===== src/rtl/cache_pkg.sv =====
// Shared types and width helpers for the set-associative write-back cache.
package cache_pkg;

  typedef enum logic [2:0] {
    S_IDLE,
    S_LOOKUP,
    S_WRITEBACK,
    S_REFILL,
    S_RESP
  } state_e;

  function automatic int unsigned clog2_u(input int unsigned v);
    int unsigned r;
    r = 0;
    while ((64'd1 << r) < 64'(v)) r++;
    return r;
  endfunction

  function automatic int unsigned idx_w(input int unsigned sets);
    return clog2_u(sets);
  endfunction

  function automatic int unsigned way_w(input int unsigned ways);
    return clog2_u(ways);
  endfunction

endpackage


===== src/rtl/cache_assoc_if.sv =====
// Request/response and backing-memory signals of cache_assoc.
// master = request driver plus backing memory; slave = the cache.
interface cache_assoc_if #(
  parameter int unsigned IDX_W  = 2,
  parameter int unsigned TAG_W  = 8,
  parameter int unsigned DATA_W = 8
);
  logic                    req_valid;
  logic                    req_ready;
  logic                    req_write;
  logic [IDX_W-1:0]        req_index;
  logic [TAG_W-1:0]        req_tag;
  logic [DATA_W-1:0]       req_wdata;
  logic                    resp_valid;
  logic                    resp_hit;
  logic [DATA_W-1:0]       resp_rdata;
  logic                    mem_valid;
  logic                    mem_write;
  logic [TAG_W+IDX_W-1:0]  mem_addr;
  logic [DATA_W-1:0]       mem_wdata;
  logic                    mem_ready;
  logic [DATA_W-1:0]       mem_rdata;

  modport master (
    output req_valid, req_write, req_index, req_tag, req_wdata, mem_ready, mem_rdata,
    input  req_ready, resp_valid, resp_hit, resp_rdata,
    input  mem_valid, mem_write, mem_addr, mem_wdata
  );

  modport slave (
    input  req_valid, req_write, req_index, req_tag, req_wdata, mem_ready, mem_rdata,
    output req_ready, resp_valid, resp_hit, resp_rdata,
    output mem_valid, mem_write, mem_addr, mem_wdata
  );
endinterface


===== src/rtl/cache_lru.sv =====
// True-LRU age bookkeeping for one set: new ages after an access and the LRU way.
module cache_lru import cache_pkg::*; #(
  parameter  int unsigned WAYS = 2,
  localparam int unsigned WW   = way_w(WAYS)
) (
  input  logic [WAYS*WW-1:0] ages_i,
  input  logic [WW-1:0]      access_i,
  output logic [WAYS*WW-1:0] ages_o,
  output logic [WW-1:0]      lru_way_o
);

  logic [WW-1:0] acc_age;
  assign acc_age = ages_i[32'(access_i)*WW +: WW];

  // Kept apart from the age update: the victim choice feeds access_i upstream.
  always_comb begin
    lru_way_o = '0;
    for (int unsigned w = 0; w < WAYS; w++) begin
      if (ages_i[w*WW +: WW] == WW'(WAYS - 1)) lru_way_o = WW'(w);
    end
  end

  always_comb begin
    ages_o = '0;
    for (int unsigned w = 0; w < WAYS; w++) begin
      if (WW'(w) == access_i) begin
        ages_o[w*WW +: WW] = '0;
      end else if (ages_i[w*WW +: WW] < acc_age) begin
        ages_o[w*WW +: WW] = ages_i[w*WW +: WW] + WW'(1);
      end else begin
        ages_o[w*WW +: WW] = ages_i[w*WW +: WW];
      end
    end
  end

endmodule


===== src/rtl/cache_assoc.sv =====
// N-way set-associative write-back, write-allocate cache with a stalling
// memory port, true-LRU replacement and saturating hit/miss counters.
module cache_assoc import cache_pkg::*; #(
  parameter int unsigned WAYS   = 2,
  parameter int unsigned SETS   = 4,
  parameter int unsigned TAG_W  = 8,
  parameter int unsigned DATA_W = 8
) (
  input  logic        clock,
  input  logic        reset_n,
  cache_assoc_if.slave bus,
  output logic [15:0] hit_count,
  output logic [15:0] miss_count
);

  localparam int unsigned IW = idx_w(SETS);
  localparam int unsigned WW = way_w(WAYS);
  localparam int unsigned AW = TAG_W + IW;

  state_e              state_q;
  logic                wr_q;
  logic [IW-1:0]       idx_q;
  logic [TAG_W-1:0]    tag_q;
  logic [DATA_W-1:0]   wdata_q;
  logic [WW-1:0]       victim_q;
  logic                resp_valid_q, resp_hit_q;
  logic [DATA_W-1:0]   resp_rdata_q;
  logic                mem_valid_q, mem_write_q;
  logic [AW-1:0]       mem_addr_q;
  logic [DATA_W-1:0]   mem_wdata_q;
  logic [15:0]         hit_q, miss_q;

  logic [DATA_W-1:0]   data_q [SETS][WAYS];
  logic [TAG_W-1:0]    tags_q [SETS][WAYS];
  logic [WW-1:0]       age_q  [SETS][WAYS];
  logic [WAYS-1:0]     valid_q [SETS];
  logic [WAYS-1:0]     dirty_q [SETS];

  logic                hit, inv_found, vic_dirty;
  logic [WW-1:0]       hit_way, inv_way, lru_way, victim_sel, acc_way;
  logic [WAYS*WW-1:0]  ages_flat, ages_new;
  logic                line_we, line_dirty, age_we;
  logic [DATA_W-1:0]   line_data;

  always_comb begin
    hit       = 1'b0;
    hit_way   = '0;
    inv_found = 1'b0;
    inv_way   = '0;
    for (int unsigned w = 0; w < WAYS; w++) begin
      if (!hit && valid_q[idx_q][w] && tags_q[idx_q][w] == tag_q) begin
        hit     = 1'b1;
        hit_way = WW'(w);
      end
      if (!inv_found && !valid_q[idx_q][w]) begin
        inv_found = 1'b1;
        inv_way   = WW'(w);
      end
    end
  end

  always_comb begin
    ages_flat = '0;
    for (int unsigned w = 0; w < WAYS; w++) ages_flat[w*WW +: WW] = age_q[idx_q][w];
  end

  cache_lru #(.WAYS(WAYS)) u_lru (
    .ages_i    (ages_flat),
    .access_i  (acc_way),
    .ages_o    (ages_new),
    .lru_way_o (lru_way)
  );

  assign victim_sel = inv_found ? inv_way : lru_way;
  assign vic_dirty  = valid_q[idx_q][victim_sel] && dirty_q[idx_q][victim_sel];
  // LOOKUP installs/touches the way it just chose; memory phases use the latched victim.
  assign acc_way    = (state_q == S_LOOKUP) ? (hit ? hit_way : victim_sel) : victim_q;

  always_comb begin
    line_we    = 1'b0;
    line_data  = wdata_q;
    line_dirty = 1'b1;
    age_we     = 1'b0;
    case (state_q)
      S_LOOKUP: begin
        if (hit) begin
          line_we = wr_q;
          age_we  = 1'b1;
        end else if (wr_q && !vic_dirty) begin
          line_we = 1'b1;
          age_we  = 1'b1;
        end
      end
      S_WRITEBACK: begin
        if (bus.mem_ready && wr_q) begin
          line_we = 1'b1;
          age_we  = 1'b1;
        end
      end
      S_REFILL: begin
        if (bus.mem_ready) begin
          line_we    = 1'b1;
          age_we     = 1'b1;
          line_data  = bus.mem_rdata;
          line_dirty = 1'b0;
        end
      end
      default: ;
    endcase
  end

  always_ff @(posedge clock or negedge reset_n) begin
    if (!reset_n) begin
      state_q      <= S_IDLE;
      wr_q         <= 1'b0;
      idx_q        <= '0;
      tag_q        <= '0;
      wdata_q      <= '0;
      victim_q     <= '0;
      resp_valid_q <= 1'b0;
      resp_hit_q   <= 1'b0;
      resp_rdata_q <= '0;
      mem_valid_q  <= 1'b0;
      mem_write_q  <= 1'b0;
      mem_addr_q   <= '0;
      mem_wdata_q  <= '0;
      hit_q        <= '0;
      miss_q       <= '0;
      for (int unsigned s = 0; s < SETS; s++) begin
        valid_q[s] <= '0;
        dirty_q[s] <= '0;
        for (int unsigned w = 0; w < WAYS; w++) begin
          data_q[s][w] <= '0;
          tags_q[s][w] <= '0;
          age_q[s][w]  <= WW'(w);
        end
      end
    end else begin
      resp_valid_q <= 1'b0;

      if (line_we) begin
        data_q[idx_q][acc_way]  <= line_data;
        tags_q[idx_q][acc_way]  <= tag_q;
        valid_q[idx_q][acc_way] <= 1'b1;
        dirty_q[idx_q][acc_way] <= line_dirty;
      end
      if (age_we) begin
        for (int unsigned w = 0; w < WAYS; w++) age_q[idx_q][w] <= ages_new[w*WW +: WW];
      end

      case (state_q)
        S_IDLE: begin
          if (bus.req_valid) begin
            wr_q    <= bus.req_write;
            idx_q   <= bus.req_index;
            tag_q   <= bus.req_tag;
            wdata_q <= bus.req_wdata;
            state_q <= S_LOOKUP;
          end
        end
        S_LOOKUP: begin
          if (hit) begin
            if (hit_q != 16'hFFFF) hit_q <= hit_q + 16'd1;
            resp_hit_q   <= 1'b1;
            resp_rdata_q <= wr_q ? wdata_q : data_q[idx_q][hit_way];
            resp_valid_q <= 1'b1;
            state_q      <= S_RESP;
          end else begin
            if (miss_q != 16'hFFFF) miss_q <= miss_q + 16'd1;
            victim_q   <= victim_sel;
            resp_hit_q <= 1'b0;
            if (vic_dirty) begin
              mem_valid_q <= 1'b1;
              mem_write_q <= 1'b1;
              mem_addr_q  <= {tags_q[idx_q][victim_sel], idx_q};
              mem_wdata_q <= data_q[idx_q][victim_sel];
              state_q     <= S_WRITEBACK;
            end else if (!wr_q) begin
              mem_valid_q <= 1'b1;
              mem_write_q <= 1'b0;
              mem_addr_q  <= {tag_q, idx_q};
              state_q     <= S_REFILL;
            end else begin
              resp_rdata_q <= wdata_q;
              resp_valid_q <= 1'b1;
              state_q      <= S_RESP;
            end
          end
        end
        S_WRITEBACK: begin
          if (bus.mem_ready) begin
            if (wr_q) begin
              mem_valid_q  <= 1'b0;
              resp_rdata_q <= wdata_q;
              resp_valid_q <= 1'b1;
              state_q      <= S_RESP;
            end else begin
              mem_write_q <= 1'b0;
              mem_addr_q  <= {tag_q, idx_q};
              state_q     <= S_REFILL;
            end
          end
        end
        S_REFILL: begin
          if (bus.mem_ready) begin
            mem_valid_q  <= 1'b0;
            resp_rdata_q <= bus.mem_rdata;
            resp_valid_q <= 1'b1;
            state_q      <= S_RESP;
          end
        end
        S_RESP:  state_q <= S_IDLE;
        default: state_q <= S_IDLE;
      endcase
    end
  end

  assign bus.req_ready  = (state_q == S_IDLE) && reset_n;
  assign bus.resp_valid = resp_valid_q;
  assign bus.resp_hit   = resp_hit_q;
  assign bus.resp_rdata = resp_rdata_q;
  assign bus.mem_valid  = mem_valid_q;
  assign bus.mem_write  = mem_write_q;
  assign bus.mem_addr   = mem_addr_q;
  assign bus.mem_wdata  = mem_wdata_q;
  assign hit_count      = hit_q;
  assign miss_count     = miss_q;

endmodule


===== src/flat_wrapper.sv =====
// flat-port wrapper written by rule: the top's interface ports become plain ports
module cache_assoc_flat import cache_pkg::*;
#(
  parameter int unsigned WAYS   = 2,
  parameter int unsigned SETS   = 4,
  parameter int unsigned TAG_W  = 8,
  parameter int unsigned DATA_W = 8
)
  (clock, reset_n, hit_count, miss_count, bus_req_valid, bus_req_write, bus_req_index, bus_req_tag, bus_req_wdata, bus_mem_ready, bus_mem_rdata, bus_req_ready, bus_resp_valid, bus_resp_hit, bus_resp_rdata, bus_mem_valid, bus_mem_write, bus_mem_addr, bus_mem_wdata);
  cache_assoc_if #(.IDX_W(2), .TAG_W(TAG_W), .DATA_W(DATA_W)) bus_i ();
  input  logic clock;
  input  logic reset_n;
  output logic [15:0] hit_count;
  output logic [15:0] miss_count;
  input wire logic [$bits(bus_i.req_valid)-1:0] bus_req_valid;
  input wire logic [$bits(bus_i.req_write)-1:0] bus_req_write;
  input wire logic [$bits(bus_i.req_index)-1:0] bus_req_index;
  input wire logic [$bits(bus_i.req_tag)-1:0] bus_req_tag;
  input wire logic [$bits(bus_i.req_wdata)-1:0] bus_req_wdata;
  input wire logic [$bits(bus_i.mem_ready)-1:0] bus_mem_ready;
  input wire logic [$bits(bus_i.mem_rdata)-1:0] bus_mem_rdata;
  output wire logic [$bits(bus_i.req_ready)-1:0] bus_req_ready;
  output wire logic [$bits(bus_i.resp_valid)-1:0] bus_resp_valid;
  output wire logic [$bits(bus_i.resp_hit)-1:0] bus_resp_hit;
  output wire logic [$bits(bus_i.resp_rdata)-1:0] bus_resp_rdata;
  output wire logic [$bits(bus_i.mem_valid)-1:0] bus_mem_valid;
  output wire logic [$bits(bus_i.mem_write)-1:0] bus_mem_write;
  output wire logic [$bits(bus_i.mem_addr)-1:0] bus_mem_addr;
  output wire logic [$bits(bus_i.mem_wdata)-1:0] bus_mem_wdata;
  assign bus_i.req_valid = bus_req_valid;
  assign bus_i.req_write = bus_req_write;
  assign bus_i.req_index = bus_req_index;
  assign bus_i.req_tag = bus_req_tag;
  assign bus_i.req_wdata = bus_req_wdata;
  assign bus_i.mem_ready = bus_mem_ready;
  assign bus_i.mem_rdata = bus_mem_rdata;
  assign bus_req_ready = bus_i.req_ready;
  assign bus_resp_valid = bus_i.resp_valid;
  assign bus_resp_hit = bus_i.resp_hit;
  assign bus_resp_rdata = bus_i.resp_rdata;
  assign bus_mem_valid = bus_i.mem_valid;
  assign bus_mem_write = bus_i.mem_write;
  assign bus_mem_addr = bus_i.mem_addr;
  assign bus_mem_wdata = bus_i.mem_wdata;
  cache_assoc #(.WAYS(WAYS), .SETS(SETS), .TAG_W(TAG_W), .DATA_W(DATA_W)) u_core (.clock(clock), .reset_n(reset_n), .bus(bus_i), .hit_count(hit_count), .miss_count(miss_count));
endmodule

===== config.mk =====
export PLATFORM = sky130hd
export DESIGN_NAME = cache_assoc_flat
export DESIGN_NICKNAME = d
export VERILOG_FILES = /design/src/rtl/cache_pkg.sv /design/src/rtl/cache_assoc_if.sv /design/src/rtl/cache_lru.sv /design/src/rtl/cache_assoc.sv /design/src/flat_wrapper.sv
export SDC_FILE = /design/constraint.sdc
export NUM_CORES = 1
export LEC_CHECK = 0
export CORE_ASPECT_RATIO = 1.25
export CORE_UTILIZATION = 39
export CTS_CLUSTER_SIZE = 40
export DETAILED_ROUTE_END_ITERATION = 12
export PLACE_DENSITY = 0.59
export SLEW_MARGIN = 20
export SYNTH_ARGS = -nofsm -noshare
export SYNTH_HDL_FRONTEND = slang
export SYNTH_SLANG_ARGS = --single-unit

===== constraint.sdc =====
create_clock -name clock -period 3.92 [get_ports clock]
set_input_delay 0.784 -clock clock [delete_from_list [all_inputs] [get_ports clock]]
set_output_delay 0.784 -clock clock [all_outputs]
set_load 0.01 [all_outputs]

**Yosys cells after proc, flatten, opt, wreduce, memory -nomap -nowiden**

Index checks and enable logic that the tools add are counted.

- Register bits after elaboration: 237
- Input bits: 31
- Output and inout port bits: 63
- Word-level logic and storage cells: 216

- $add $sub $neg: 4
- $lt $le $gt $ge: 11
- Equality and inequality tests: 14
- Shifts and indexed selects: 1
- Mux-type cells: 107
- Bitwise logic cells: 6
- Reductions and logical operators: 26

Operator list:

| operator | count |
|---|---|
| $mux W8 | 18 |
| $bwmux W64 | 2 |
| $mux W16 | 5 |
| $bmux W16 S2 | 2 |
| $mux W1 | 42 |
| $mux W10 | 4 |
| $add A16 B1 Y16 const B | 2 |
| $demux W16 S2 | 1 |
| $ne A16 B16 Y1 const B | 2 |
| $bwmux W8 | 3 |
| $pmux W8 S3 | 1 |
| $pmux W10 S2 | 1 |
| $mux W3 | 6 |
| $eq A8 B8 Y1 | 2 |
| $mux W2 | 8 |
| $reduce_and A3 Y1 | 5 |
| $bmux W2 S2 | 3 |
| $demux W2 S2 | 3 |
| $pmux W1 S3 | 4 |
| $pmux W3 S4 | 1 |
| $logic_and A1 B1 Y1 | 11 |
| $demux W8 S1 | 1 |
| $ne A2 B2 Y1 const B | 4 |
| $or A8 B8 Y8 | 1 |
| 26 further kinds | 37 |

**Logic depth before layout (Yosys ltp)**

Gate-level depths: netlist of run 1.

- Depth after elaboration: 21
- Depth in mapped cells: 13
- Gate-level depth less buffers: 9

**Cells and area by module**

From an unflattened synthesis of run 1, not the netlist that was laid out.

- Cells, all modules: 882
- Area total of the unflattened synthesis: 11567.3 um^2

Modules (own cells, without submodules):

| module | instances | cells each | area each (um^2) | sequential area each (um^2) |
|---|---|---|---|---|
| cache_assoc | 1 | 879 | 11542.3 | 5935.7 |
| cache_lru | 1 | 3 | 25.0 | 0.0 |

**Worst setup path before layout of run 1**

No wires, ideal clock.

- Path kind: register to register
- Start: reg u_core.idx_q[0]
- End: reg u_core.mem_addr_q[1], in the netlist u_core.bus.mem_addr[1]
- Library setup time: 0.125 ns
- Arrival time: 2.899 ns
- Data required time: 3.795 ns
- Path slack: 0.896 ns
- Stages on the path, launching flop included: 12
- Path buffers: 4
- Period minus slack after synthesis: 3.024 ns
- Path through: dfrtp_1 buf_6 buf_12 mux4_1 xnor2_1 and4_1 buf_4 nor3_1 o21ai_0 nand2b_1 buf_4 mux2_2

- Longest elaborated chain between the ends: 14
- Elaborated cells between the ends (all ways): 38
- Classes of those cells: eq/ne (3); mux (26); bitwise (1); reduce/logical (8)

RTL lines:

| what | RTL line | RTL |
|---|---|---|
| start: declaration | cache_assoc.sv:22 | `logic [IW-1:0] idx_q;` |
| start signal: assignment | cache_assoc.sv:155 | `idx_q <= bus.req_index;` |
| $not A2 Y3 (implied by the code) (*) | - |  |
| $bmux W2 S2 | cache_assoc.sv:51, cache_assoc.sv:55, cache_assoc.sv:75 |  |
| $mux W2 (implied by the code) | cache_assoc.sv:51, cache_assoc.sv:55, cache_assoc.sv:75 |  |
| $mux W2 (implied by the code) | cache_assoc.sv:51, cache_assoc.sv:55 |  |
| $logic_not A1 Y1 | cache_assoc.sv:55 | `if (!inv_found && !valid_q[idx_q][w]) begin` |
| $logic_and A1 B1 Y1 | cache_assoc.sv:55 |  |
| $mux W1 | cache_assoc.sv:55 |  |
| $mux W1 | cache_assoc.sv:74 | `assign victim_sel = inv_found ? inv_way : lru_way;` |
| $mux W1 (implied by the code) (2 in series) | cache_assoc.sv:75 | `assign vic_dirty = valid_q[idx_q][victim_sel] && dirty_q[idx_q][victim_sel];` |
| $logic_and A1 B1 Y1 | cache_assoc.sv:75 |  |
| $mux W10 | cache_assoc.sv:172 | `if (vic_dirty) begin` |
| $mux W10 | cache_assoc.sv:162 | `if (hit) begin` |
| $pmux W10 S2 | cache_assoc.sv:151 | `case (state_q)` |
| end signal: assignment | cache_assoc.sv:175 | `mem_addr_q <= {tags_q[idx_q][victim_sel], idx_q};` |
| end signal: assignment | cache_assoc.sv:181 | `mem_addr_q <= {tag_q, idx_q};` |
| end signal: assignment | cache_assoc.sv:199 | `mem_addr_q <= {tag_q, idx_q};` |
| end: declaration | cache_assoc.sv:29 | `logic [AW-1:0] mem_addr_q;` |

Mark *: on every way between the ends. The rest lies on a longest branch, timed or not. The select of a mux whose other input is x is not followed.
A chain may end at the register's enable or synchronous reset.

**Worst setup path after layout of run 1**

- Start: reg u_core.idx_q[0]
- End: reg u_core.tags_q[61] (netlist name)

- Longest elaborated chain between the ends: 21
- Elaborated cells between the ends (all ways): 53
- Classes of those cells: order compare (4); eq/ne (2); mux (34); bitwise (2); reduce/logical (11)

RTL lines:

| what | RTL line | RTL |
|---|---|---|
| $not A2 Y3 (implied by the code) (*) | - |  |
| $bmux W16 S2 | cache_assoc.sv:51 | `if (!hit && valid_q[idx_q][w] && tags_q[idx_q][w] == tag_q) begin` |
| $mux W16 (implied by the code) (2 in series) | cache_assoc.sv:51 |  |
| $eq A8 B8 Y1 | cache_assoc.sv:51 |  |
| $logic_and A1 B1 Y1 | cache_assoc.sv:51 |  |
| $mux W1 | cache_assoc.sv:51 |  |
| $logic_not A1 Y1 | cache_assoc.sv:51 |  |
| $logic_and A1 B1 Y1 (2 in series) | cache_assoc.sv:51 |  |
| [3 not listed] | - |  |
| $not A1 Y2 (implied by the code) | cache_assoc.sv:143 | `tags_q[idx_q][acc_way] <= tag_q;` |
| $ge A2 B2 Y1 (implied by the code) or $lt A2 B1 Y1 (tied branches) | cache_assoc.sv:143 |  |
| $logic_and A1 B1 Y1 (implied by the code) | cache_assoc.sv:143 |  |
| $mux W8 (implied by the code) | cache_assoc.sv:143 |  |
| $demux W8 S1 | cache_assoc.sv:143 |  |
| $mux W16 (implied by the code) | cache_assoc.sv:143 |  |
| $demux W16 S2 | cache_assoc.sv:143 |  |
| $bwmux W64 | cache_assoc.sv:143 |  |
| end signal: indexed assignment | cache_assoc.sv:143 |  |
| end: declaration | cache_assoc.sv:34 | `logic [TAG_W-1:0] tags_q [SETS][WAYS];` |

Marked as above.

==> results.md, run 1 <==
- Status: complete, no violations
- PwrDens: 826.8 nW/um^2
- Number of H-tree levels: 1
- Final setup viols: 0
- # Post-CTS Setup Buffers: 0
- Worst Tran Pin Value: 0.7486 ns
- Core area: 28490 sq um
- GPL Wtd Cong: 0.7743
- Largest family of logic cells by synthesized area: multiplexers
- Worst Setup End Kind: register
- Vias per inst: 5.422
- VDD IR max: 0.0003032 V
- Total track usage: 0.1879
- Ratio of cells with drive above 1 in the final layout: 0.3070
- RSZ-0062 raised after global routing: false
- Fmax: 0.2766 GHz
- Final-stage net count: 950
- Total clock sinks: 237
- Reg2Reg Capture Point: u_core.tags_q[61]
- Max Slew Vio Count: 0
- YS warnings: 0
- Avg WL per Cell: 20.79 um
- Post-synth top cells: 233 x dfrtp_1, 131 x mux2_2, 40 x nor2_1
- Max cap viols: 0
- Vias: 6995
- Clock buffer depth: 3
- Starting Density: 0.3982
- HPWL Detailed: 18010 um
- Chip height: 192.7 um
- Cell Area, Synth: 11340 sq um
- Die width: 154.6 um
- CP Launch Type: register
- GRT overflow: 0
- Part of the Yosys area used for sequential elements: 0.5232
- Final wirelength: 26820 um
- Worst skew pair latency: 0.54 ns
- Overall power: 11.20 mW
- Worst EP arrival: 4.03 ns
- Leak: 5.958 nW
- CTS tree: built
- Cell with the most instances after synthesis: dfrtp_1
- Xor-xnor portion of the synthesized cell area: 0.03540
- R2R Path Start: u_core.idx_q[0]
- Synth top area cells: dfrtp_1 51%, mux2_2 13%, mux4_2 4.6%, mux4_1 3.5%, mux2_1 2.8%
- Worst Skew: 0.01362 ns
- Initial antenna violation count: 0
- Mean area per synthesized cell: 13.95 sq um
- Util after Layout: 0.4753
- Vias in the first global route: 7240
- CTS resizes: 0
- Worst R2R Path Depth: 9
- Crit path kind: register to register
- Synth Register Bits: 237
- Share of flip-flops with an asynchronous set or reset: 1.000
- First-pass GRT wire length: 43130 um
- Setup_tns: 0 ns
- DRC Markers: 0
- Total Die Area: 29780 sq um
- Area grow syn2layout: 19.37%
- EDFF count, synth: 0
- R2R setup slack: 0.30 ns
- Crit path from: u_core.idx_q[0]
- Yosys cell types: 63
- Multiplexer share of the synthesized area: 0.2762
- IO buf count: 93
- Yosys top cell area share: 0.5140
- Hold_buf cts: 0
- Min Tclk post-route: 3.615 ns
- ANT nets after route: 0
- Reg clk slew, reported paths: 0.06 ns
- I/O pins: 94
- Largest net degree at the start of global routing: 78
- Synth Area in Compound Gates: 0.05162
- Site Rows: 69
- Critical path required time: 4.33 ns
- Final Cycle Share: 0.9223
- Synth area leader: dfrtp_1
- Post-synthesis cell count: 813
- Diodes inserted: 0
- CP max FO: 21
- CTS root buf: clkbuf_16
- DRT iter0 DRCs: 312
- Simple-Gate Fraction of Synth Area: 0.07389
- Slew Limit Headroom: 0.4991
- Pre-antenna DRT Iters: 4
- Mapped Nets: 846
- Num CTS Buffers: 26
- Ys flop type: dfrtp_1
- Hold WC Path Type: primary input to asynchronous set/reset pin
- Final Hold Viols: 0
- Synth Area in Adders: 0.002206
[state kept, by name (all words and copies together), names as in the netlist, 2 cells and up]
| signal | flops |
|---|---|
| u_core.valid_q | 8 |
| u_core.age_q | 8 |
| u_core.idx_q | 2 |
| u_core.miss_count | 16 |
| u_core.bus.mem_addr | 10 |
| u_core.state_q | 3 |
| u_core.hit_count | 16 |
| u_core.bus.mem_wdata | 8 |
| u_core.tags_q | 64 |
| u_core.dirty_q | 8 |
| u_core.data_q | 64 |
| u_core.tag_q | 8 |
| u_core.bus.resp_rdata | 8 |
| u_core.wdata_q | 8 |
[cell families after synthesis]
| group | Yosys count |
|---|---|
| fa+ha+maj | 2 |
| xor+xnor | 45 |
| compound gates | 80 |
| mux | 231 |
| buf+inv | 67 |
| flops | 237 |
| simple gates | 151 |
[metal layers]
metal	vias to the layer above	share of wire	track usage
met5	-	0	0
li1	3198	-	-
met4	0	0.020	0.05522
met1	3625	0.44	0.2456
met3	42	0.035	0.02246
met2	130	0.51	0.3279
[worst max path at each step]
stage / slack (ns) / endpoint / cells past startpoint
2_1_floorplan: 0.90 / u_core.bus.mem_addr[1] / 11
3_3_place_gp: 0.37 / u_core.tags_q[57] / 9
3_5_place_dp: 0.33 / u_core.tags_q[61] / 9
4_1_cts: 0.29 / u_core.tags_q[61] / 9
5_1_grt: 0.08 / u_core.bus.mem_addr[3] / 10
6_report: 0.30 / u_core.tags_q[61] / 9
[final cells by class]
type | count | area, sq um
Sequential cell | 237 | 5938
Inverter | 17 | 63.81
Clock buffer | 37 | 762.0
Timing Repair Buffer | 126 | 1254
Multi-Input combinational cell | 509 | 4992
Fill cell | 2566 | 14950
Tap cell | 355 | 444.2
Clock inverter | 9 | 87.58
[cell usage in the layout (no fill, tap or decap), types with 23 or more instances in the layout]
cell type	instances
a21oi_1	25
buf_4	28
clkbuf_16	26
clkdlybuf4s50_1	92
dfrtp_1	231
mux2_1	28
mux2_2	131
mux4_2	23
nor2_1	40
nor3_1	28
xor2_1	31
[through the flow]
stage          area (sq um)  instances  hold slack (ns)  worst slack (ns)
5_1_grt               13540       1290           0.1724           0.07872
2_1_floorplan         11340        813           0.4280            0.8965
6_report              13540       1290           0.1400            0.3047
4_1_cts               13510       1289           0.1581            0.2935
3_3_place_gp          12660       1243           0.4471            0.3706
3_5_place_dp          12660       1243           0.4465            0.3285
[where the power goes]
part	switching [mW]	total [mW]	internal, mW
Sequential	0.800	4.17	3.37
Clock	1.00	2.42	1.42
Combinational	2.16	4.61	2.44
Total	3.97	11.2	7.23
[worst max-delay path: stages (launching register included)]
cell and delay [ns]:
dfrtp_2 0.72, buf_4 0.45, mux4_1 0.60, mux2_2 0.28, nand3_1 0.11, a31oi_1 0.18, a21oi_2 0.22, nor3b_2 0.22
buf_4 0.31, mux2_2 0.37
Power figures use the tool's default switching activity.
==> inputs of run 2 (changes only) <==
--- a/config.mk
+++ b/config.mk
@@ -5,11 +5,13 @@
 export SDC_FILE = /design/constraint.sdc
 export NUM_CORES = 1
 export LEC_CHECK = 0
+export CAP_MARGIN = 20
 export CORE_ASPECT_RATIO = 1.25
 export CORE_UTILIZATION = 39
 export CTS_CLUSTER_SIZE = 40
 export DETAILED_ROUTE_END_ITERATION = 12
 export PLACE_DENSITY = 0.59
+export REMOVE_ABC_BUFFERS = 1
 export SLEW_MARGIN = 20
 export SYNTH_ARGS = -nofsm -noshare
 export SYNTH_HDL_FRONTEND = slang
==> run 2 against run 1 <==
Against the previous run:
- final cell count grew 0.23%
- via count is 0.64% higher
- fmax up 2.6%
- clock-buffer cell count down 1
- final area grew 0.21%
- non-clock buffer count increased by 3
- critical path depth did not move
- sequential power hardly changed
- register-to-register slack better by 0.09 ns
- first-iteration DRC count rose by 39%
- largest cell class unchanged
==> results.md, run 2 (synthesis results as in run 1) <==
- Logic gate share of total power: 0.409
- Worst Tran Pin Value: 0.9205 ns
- CTS root buf: clkbuf_16
- Final Hold Viols: 0
- CP max FO: 20
- Hold WS: 0.1015 ns
- Crit path kind: register to register
- Max Slew Vio Count: 0
- CP Launch Type: register
- Worst Setup End Kind: register
- IO buf count: 93
- Final worst-path setup slack: 0.3970 ns
- Ratio of cells with drive above 1 in the final layout: 0.3070
- DRC Markers: 0
- First-pass GRT wire length: 42410 um
- Total Die Area: 29780 sq um
- PwrDens: 830.5 nW/um^2
- CTS tree: built
- Switching Share: 0.3468
- Die width: 154.6 um
- Final-stage net count: 952
- Reg clk slew, reported paths: 0.06 ns
- Area grow syn2layout: 19.62%
- Min Tclk post-route: 3.523 ns
- Vias: 7040
- Leak: 5.979 nW
- Chip height: 192.7 um
- Setup_tns: 0 ns
- Layout Cell Area excl Fill: 13570 sq um
- Num CTS Buffers: 25
- HPWL Detailed: 17610 um
- Critical path required time: 4.32 ns
- Hold_buf cts: 0
- Number of H-tree levels: 1
- Worst EP arrival: 3.92 ns
- ANT nets after route: 0
- Most frequent cells in the layout: 231 x dfrtp_1, 131 x mux2_2, 92 x clkdlybuf4s50_1
- Diodes inserted: 0
- Crit path from: u_core.idx_q[0]
- Util after Layout: 0.4763
- GPL Wtd Cong: 0.7824
- Starting Density: 0.3982
- Final wirelength: 26590 um
- Flop pwr share: 0.370
- R2R Path Start: u_core.idx_q[0]
- Vias per inst: 5.445
- Psw: 3.909 mW
- DP Area: 12690 sq um
- Fmax: 0.2839 GHz
- Worst Skew: 0.01315 ns
- Hold WC Path Type: primary input to asynchronous set/reset pin
- Fin cells: 1293
- Worst skew pair latency: 0.52 ns
- Site Rows: 69
- Initial antenna violation count: 0
- Pre-antenna DRT Iters: 5
- Clock buffer depth: 3
- Status: complete, no violations
- # Post-CTS Setup Buffers: 0
- GRT overflow: 0
- Overall power: 11.27 mW
- Largest net degree at the start of global routing: 146
- Slew Limit Headroom: 0.3816
- Clk pwr share: 0.221
- I/O pins: 94
- RSZ-0062 raised after global routing: false
- VDD IR max: 0.0003835 V
- # placed instances: 1247
- Commonest non-fill, non-tap cell in the layout: dfrtp_1
- Final Cycle Share: 0.8987
- Place WS: 0.2372 ns
- Top flop regs: u_core.data_q x64, u_core.tags_q x64
- DRT iter0 DRCs: 435
- Core area: 28490 sq um
- Avg WL per Cell: 20.57 um
- Int Power: 7.362 mW
- Total track usage: 0.1845
- Total clock sinks: 237
- Vias in the first global route: 7354
- Final setup viols: 0
- Max cap viols: 0
run 2: final cells by class:
type,instances,area [sq um]
clock inverters,10,156.4
fillers,2514,14920
flip-flops and latches,237,5941
inverters,17,63.81
well taps,355,444.2
clock buffers,36,716.9
multi-input cells,509,4992
repair buffers,129,1256
run 2: power groups by stage:
stage	clock network, mW	logic [mW]	registers (mW)
after floorplan	0	2.98	4.10
after global placement	0	4.58	4.19
after detailed placement	0	4.65	4.20
after CTS	2.56	4.66	4.17
after global routing	2.65	4.99	4.30
final	2.49	4.61	4.17
run 2: final timing paths:
check                           slack [ns]  cells after the start           endpoint
worst min-delay path                  0.10                      1   u_core.data_q[7]
worst max register to register        0.40                      9  u_core.tags_q[25]
min in group clock                    0.46                      1  u_core.valid_q[0]
worst min register to register        0.46                      1  u_core.valid_q[0]
worst max-delay path                  0.40                      9  u_core.tags_q[25]
max in group asynchronous             2.59                      2    u_core.idx_q[0]
run 2: timing repair:
action                                 4_1_cts  5_1_grt
gates resized for setup                      0        1
setup endpoints to repair                    0        1
endpoints found under the hold margin        0        0
run 2: critical path, cell delays in order (launching register included):
cell      delay, ns
dfrtp_4        0.65
mux4_1         0.64
xor2_1         0.17
nor4_2         0.34
and4_1         0.34
o211ai_4       0.12
a21boi_2       0.22
nor3b_2        0.31
buf_4          0.27
mux2_2         0.35
run 2: layer usage:
metal	routed length, um	GRT usage	vias to the layer above	part of all wire
met4	484	0.04722	0	0.018
met5	0	0	-	0
met3	881	0.02358	33	0.033
li1	-	-	3186	-
met1	11990	0.2445	3676	0.45
met2	13240	0.3195	145	0.50
